$ cat src/rtl/mem_arbiter_pkg.sv
// Shared constants for the two-master memory arbiter: address regions, write-enable codes, FSM states.
package mem_arbiter_pkg;

  localparam int unsigned ADDR_W   = 32;
  localparam int unsigned DATA_W   = 32;
  localparam int unsigned WE_W     = 3;
  localparam int unsigned REGION_W = 4;

  // Region codes on addr[31:28]; IO covers 0x2 and 0x3, matched on addr[31:29].
  localparam logic [REGION_W-1:0] REGION_ROM = 4'h0;
  localparam logic [REGION_W-1:0] REGION_RAM = 4'h1;
  localparam logic [2:0]          REGION_IO  = 3'b001;

  localparam logic [WE_W-1:0] WE_NONE = 3'b000;
  localparam logic [WE_W-1:0] WE_WORD = 3'b001;
  localparam logic [WE_W-1:0] WE_HALF = 3'b010;
  localparam logic [WE_W-1:0] WE_BYTE = 3'b100;

  typedef enum logic [1:0] {
    ST_IDLE   = 2'd0,
    ST_ACCESS = 2'd1,
    ST_ACK    = 2'd2
  } arb_state_e;

endpackage

$ cat src/rtl/mem_region_decode.sv
// Address-map decode on addr[31:28]; also reused by the memory's own enable decode.
module mem_region_decode
  import mem_arbiter_pkg::*;
(
  input  logic [REGION_W-1:0] region,
  input  logic [WE_W-1:0]     we,
  output logic                mapped,
  output logic                wprot_hit
);

  logic is_write;

  assign is_write  = |(we & (WE_WORD | WE_HALF | WE_BYTE));
  assign mapped    = (region == REGION_ROM) || (region == REGION_RAM) ||
                     (region[REGION_W-1:1] == REGION_IO);
  assign wprot_hit = (region == REGION_ROM) && is_write;

endmodule

$ cat src/rtl/mem_arbiter.sv
// Round-robin two-master arbiter for the memory data port, fixed 2-cycle latency.
// Optional ROM write protection is enabled by defining MEM_ARB_WPROT_EN.
module mem_arbiter
  import mem_arbiter_pkg::*;
#(
  parameter int unsigned ERR_CNT_W = 8
) (
  input  logic                 clk,
  input  logic                 resetn,
  input  logic                 m0_req,
  input  logic [ADDR_W-1:0]    m0_addr,
  input  logic [WE_W-1:0]      m0_we,
  input  logic [DATA_W-1:0]    m0_wdata,
  output logic                 m0_ack,
  output logic                 m0_err,
  output logic [DATA_W-1:0]    m0_rdata,
  input  logic                 m1_req,
  input  logic [ADDR_W-1:0]    m1_addr,
  input  logic [WE_W-1:0]      m1_we,
  input  logic [DATA_W-1:0]    m1_wdata,
  output logic                 m1_ack,
  output logic                 m1_err,
  output logic [DATA_W-1:0]    m1_rdata,
  output logic [ADDR_W-1:0]    mem_addr,
  output logic [WE_W-1:0]      mem_we,
  output logic [DATA_W-1:0]    mem_wdata,
  input  logic [DATA_W-1:0]    mem_rdata,
  output logic [ERR_CNT_W-1:0] err_count
);

`ifdef MEM_ARB_WPROT_EN
  localparam logic WPROT_EN = 1'b1;
`else
  localparam logic WPROT_EN = 1'b0;
`endif

  arb_state_e          state;
  logic                grant;
  logic                last_grant;
  logic [ADDR_W-1:0]   sel_addr;
  logic [WE_W-1:0]     sel_we;
  logic [DATA_W-1:0]   sel_wdata;
  logic                mapped;
  logic                wprot_hit;
  logic                reject;

  mem_region_decode u_decode (
    .region    (sel_addr[ADDR_W-1:ADDR_W-REGION_W]),
    .we        (sel_we),
    .mapped    (mapped),
    .wprot_hit (wprot_hit)
  );

  assign reject = !mapped || (WPROT_EN && wprot_hit);

  // Memory port follows the granted master only while in ACCESS.
  always_comb begin
    sel_addr  = grant ? m1_addr  : m0_addr;
    sel_we    = grant ? m1_we    : m0_we;
    sel_wdata = grant ? m1_wdata : m0_wdata;
    mem_addr  = '0;
    mem_we    = WE_NONE;
    mem_wdata = '0;
    if (state == ST_ACCESS) begin
      mem_addr  = sel_addr;
      mem_we    = reject ? WE_NONE : sel_we;
      mem_wdata = sel_wdata;
    end
  end

  always_ff @(posedge clk) begin
    if (!resetn) begin
      state      <= ST_IDLE;
      grant      <= 1'b0;
      last_grant <= 1'b1;
      m0_ack     <= 1'b0;
      m0_err     <= 1'b0;
      m0_rdata   <= '0;
      m1_ack     <= 1'b0;
      m1_err     <= 1'b0;
      m1_rdata   <= '0;
      err_count  <= '0;
    end else begin
      m0_ack <= 1'b0;
      m0_err <= 1'b0;
      m1_ack <= 1'b0;
      m1_err <= 1'b0;
      case (state)
        ST_IDLE: begin
          if (m0_req || m1_req) begin
            // On a tie the master that was not served last wins.
            grant <= (m0_req && m1_req) ? ~last_grant : m1_req;
            state <= ST_ACCESS;
          end
        end
        ST_ACCESS: begin
          last_grant <= grant;
          state      <= ST_ACK;
          if (grant) begin
            m1_ack   <= 1'b1;
            m1_err   <= reject;
            m1_rdata <= reject ? '0 : mem_rdata;
          end else begin
            m0_ack   <= 1'b1;
            m0_err   <= reject;
            m0_rdata <= reject ? '0 : mem_rdata;
          end
          if (reject && (err_count != {ERR_CNT_W{1'b1}})) begin
            err_count <= err_count + ERR_CNT_W'(1);
          end
        end
        ST_ACK:  state <= ST_IDLE;
        default: state <= ST_IDLE;
      endcase
    end
  end

endmodule

$ cat config.mk
export PLATFORM = sky130hd
export DESIGN_NAME = mem_arbiter
export DESIGN_NICKNAME = d
export VERILOG_FILES = /design/src/rtl/mem_arbiter_pkg.sv /design/src/rtl/mem_region_decode.sv /design/src/rtl/mem_arbiter.sv
export SDC_FILE = /design/constraint.sdc
export NUM_CORES = 1
export LEC_CHECK = 0
export ABC_AREA = 1
export CAP_MARGIN = 40
export CORE_AREA = 2 2 123 125
export CTS_CLUSTER_DIAMETER = 60
export DETAILED_ROUTE_END_ITERATION = 16
export DIE_AREA = 0 0 125 127
export GPL_TIMING_DRIVEN = 0
export PLACE_DENSITY_LB_ADDON = 0.25
export SYNTH_ARGS = -nofsm -noshare
export SYNTH_HDL_FRONTEND = slang
export SYNTH_HIERARCHICAL = 1
export SYNTH_SLANG_ARGS = --single-unit
$ cat constraint.sdc
create_clock -name clk -period 2.2 [get_ports clk]
set_input_delay 0.55 -clock clk [delete_from_list [all_inputs] [get_ports clk]]
set_output_delay 0.55 -clock clk [all_outputs]
set_load 0.005 [all_outputs]
==> results.sh, run 1 <==
export IMPL_cp_slowest_cell="dfxtp_2"
export IMPL_relSlewSlack_pct=70.91
export IMPL_drv_cap=0
export IMPL_power_leakage_uw=0.003235
export IMPL_skew_ns=0.004713
export IMPL_slowest_delay_ns=0.32
export IMPL_final_period_utilization_pct=98.15
export IMPL_hold_viol=0
export IMPL_cp_num_buf_inv=5
export IMPL_syn_cell_area_um2=4018
export IMPL_pin_count=313
export IMPL_grt_pass1_vias=4807
export IMPL_crit_required_ns=1.65
export IMPL_cts_buffers=9
export IMPL_comb_power_share_pct=27.6
export IMPL_syn_avg_cell_area_um2=7.012
export IMPL_drv_slew=0
export IMPL_gr_total_overflow=0
export IMPL_firstDrtPassIters=5
export IMPL_r2r_slack_ns=0.24
export IMPL_areaGrowthSynthToFinish_pct=94.02
export IMPL_die_h_um=127
export IMPL_grt_pass1_wl_um=25720
export IMPL_critPathTopFamily="buffers and inverters"
export IMPL_r2r_end="m0_rdata[2]$_SDFFE_PN0P_"
export IMPL_finalSetupViolations=0
export IMPL_p_per_area_nw_per_um2=559.5
export IMPL_seqPwrFrac_pct=36.0
export IMPL_cp_arrival_ns=1.61
export IMPL_portBuffers=312
export IMPL_fin_util_pct=54.04
export IMPL_cts_root_buf="clkbuf_16"
export IMPL_min_period_ns=2.159
export IMPL_layout_setup_ws_ns=0.04078
export IMPL_hp_start="m1_rdata[9]$_SDFFE_PN0P_"
export IMPL_switching_share_pct=26.79
export IMPL_ff2ff_path_depth=11
export IMPL_crit_type="flip-flop to primary output"
export IMPL_core_area_um2=14420
export IMPL_num_rows=44
export IMPL_drcViolationCount=0
export IMPL_clkPwrFrac_pct=36.3
export IMPL_dp_slack_ns=-0.8793
export IMPL_cpMostUsedCell="buf_8"
export IMPL_gr_usage_all_layers_pct=20.43
export IMPL_r2r_start="grant$_SDFFE_PN0P_"
export IMPL_first_iter_violations=313
export IMPL_status="finished clean"
export IMPL_whs_endpoint="m1_rdata[9]$_SDFFE_PN0P_"
export IMPL_hold_class="flip-flop to flip-flop"
export IMPL_start_util_pct=27.85
export IMPL_end_kind="primary output"
export IMPL_start_kind="flip-flop"
export IMPL_antenna_found_initial=0
export IMPL_internal_power_uw=3193
export IMPL_drtAntennaViolNets=0
export IMPL_fin_setup_tns_ns=0
export IMPL_routabilityCongestion=0.9002
export IMPL_clk_pin_slew_ns=0.06
export IMPL_design_die_area_um2=15880
export IMPL_cp_max_fo=10
export IMPL_hpwlAfterDp_um=13670
export IMPL_tightest_slew_ns=0.4363
export IMPL_cts_hold_buf=0
export IMPL_min_path_cells=2
export IMPL_vdd_drop_max_mv=0.3945
export IMPL_fmaxAchievable_mhz=463.1
export IMPL_syn_inst=573
export IMPL_dr_total_vias=4992
export IMPL_antenna_cells=0
export IMPL_rsz0062_at_grt="no"
export IMPL_via_per_inst=4.592
export IMPL_routed_wl_um=16930
export IMPL_drive_gt1_share_pct=15.95
export IMPL_wl_per_cell_um=15.57
export IMPL_switchingPower_uw=1169
export IMPL_clock_latency_ns=0.33
export IMPL_fill_cells=1428
export IMPL_die_w_um=125
export IMPL_crit_chain="buf_8, inv_8, buf_8, buf_6, nand2_1, a21oi_1, clkdlybuf4s15_1"
export IMPL_clk_path_buf_depth=2
export IMPL_cts_sinks=80
export IMPL_cts_tree="yes"
export IMPL_syn_nets=744
export IMPL_ys_warn_count=6
export IMPL_grt_max_degree=19
export IMPL_final_nets=1070
export IMPL_cts_max_level=3
## worst max-delay path by stage
stage / from / end / slack [ns] / cells after the start
detailed placement: m0_addr[30] / mem_we[0] / -0.88 / 9
global route: grant$_SDFFE_PN0P_ / mem_addr[14] / 0.002 / 7
global placement: m1_addr[30] / mem_we[2] / -0.88 / 9
floorplan: grant$_SDFFE_PN0P_ / mem_we[0] / 0.25 / 10
CTS: grant$_SDFFE_PN0P_ / mem_wdata[21] / -0.21 / 6
finish: grant$_SDFFE_PN0P_ / mem_addr[0] / 0.04 / 7
## per-layer routing
metal / vias to the layer above / track usage [%] / share of wire (%)
li1: 2526 / - / -
met1: 2228 / 23.74 / 40
met2: 209 / 35.90 / 50
met3: 29 / 5.821 / 7.8
met4: 0 / 7.582 / 3.0
met5: - / 0 / 0
## timing repair
action | 4_1_cts | 5_1_grt
pin swaps | 4 | 4
buffers inserted | 5 | 0
gates resized for setup | 125 | 32
setup endpoints to repair | 67 | 45
cloned | 1 | 0
## flip-flops by register name (all words and copies together), names as in the netlist
register,flops
m0_rdata,32
state,2
m0_ack,1
last_grant,1
m1_err,1
m1_ack,1
m0_err,1
err_count,8
grant,1
m1_rdata,32
## layout make-up
class	count	area [um^2]	share of cell area, %
repair buffers	318	3078	39.49
multi-input cells	434	2141	27.46
flip-flops and latches	80	1603	20.56
plain buffers	40	356.6	4.575
well taps	184	230.2	2.953
clock buffers	9	225.2	2.889
clock inverters	6	93.84	1.204
inverters	16	67.56	0.8668
## power groups by stage
stage,clock network [uW],registers [uW],logic (uW)
global placement,0,1600,1200
floorplan,0,1600,465
detailed placement,0,1600,1210
global route,1680,1580,1310
finish,1580,1570,1210
CTS,1620,1570,1220
## metrics by stage
step	instance area [um^2]	hold slack (ns)	total power (uW)	cells
detailed placement	7371	0.4479	2811	1069
floorplan	4018	0.4271	2070	573
finish	7795	0.4551	4361	1087
global placement	7371	0.4408	2805	1069
CTS	7785	0.4570	4405	1088
global route	7795	0.4774	4569	1087
## cells in the final DEF, fill, tap and decap left out, types with 2 or more instances in the layout
cell type / n
o21ai_1: 30
nor3_1: 2
clkinv_4: 2
buf_8: 3
clkbuf_16: 9
o21ai_2: 20
nor2_2: 2
buf_4: 9
buf_12: 3
a21oi_1: 74
nand3_1: 7
nor2_1: 21
clkdlybuf4s15_1: 6
nand2_1: 209
inv_2: 3
dlymetal6s2s_1: 2
bufinv_16: 2
nand2_4: 4
o21a_1: 3
nand2_2: 4
inv_1: 12
nor2_4: 3
buf_2: 20
dfxtp_1: 79
buf_6: 11
clkbuf_2: 9
o21ai_0: 20
dlygate4sd2_1: 49
a21oi_2: 29
or2_2: 4
clkdlybuf4s50_1: 243
## worst register-to-register path, delay by kind of cell (launching register included)
| kind | cells | cell delay [ns] |
|---|---|---|
| buffers and inverters | 6 | 1.05 |
| AND/OR/NAND/NOR | 4 | 0.38 |
| flip-flops | 1 | 0.33 |
| AO/OA/AOI/OAI | 1 | 0.15 |
(Power assumes the default switching activity.)
==> inputs of run 2 (changes only) <==
--- a/config.mk
+++ b/config.mk
@@ -9,6 +9,7 @@
 export CAP_MARGIN = 40
 export CORE_AREA = 2 2 123 125
 export CTS_CLUSTER_DIAMETER = 60
+export CTS_CLUSTER_SIZE = 14
 export DETAILED_ROUTE_END_ITERATION = 16
 export DIE_AREA = 0 0 125 127
 export GPL_TIMING_DRIVEN = 0
==> results of run 2 <==
The final DEF is identical to that of run 1; final timing and power are the same.
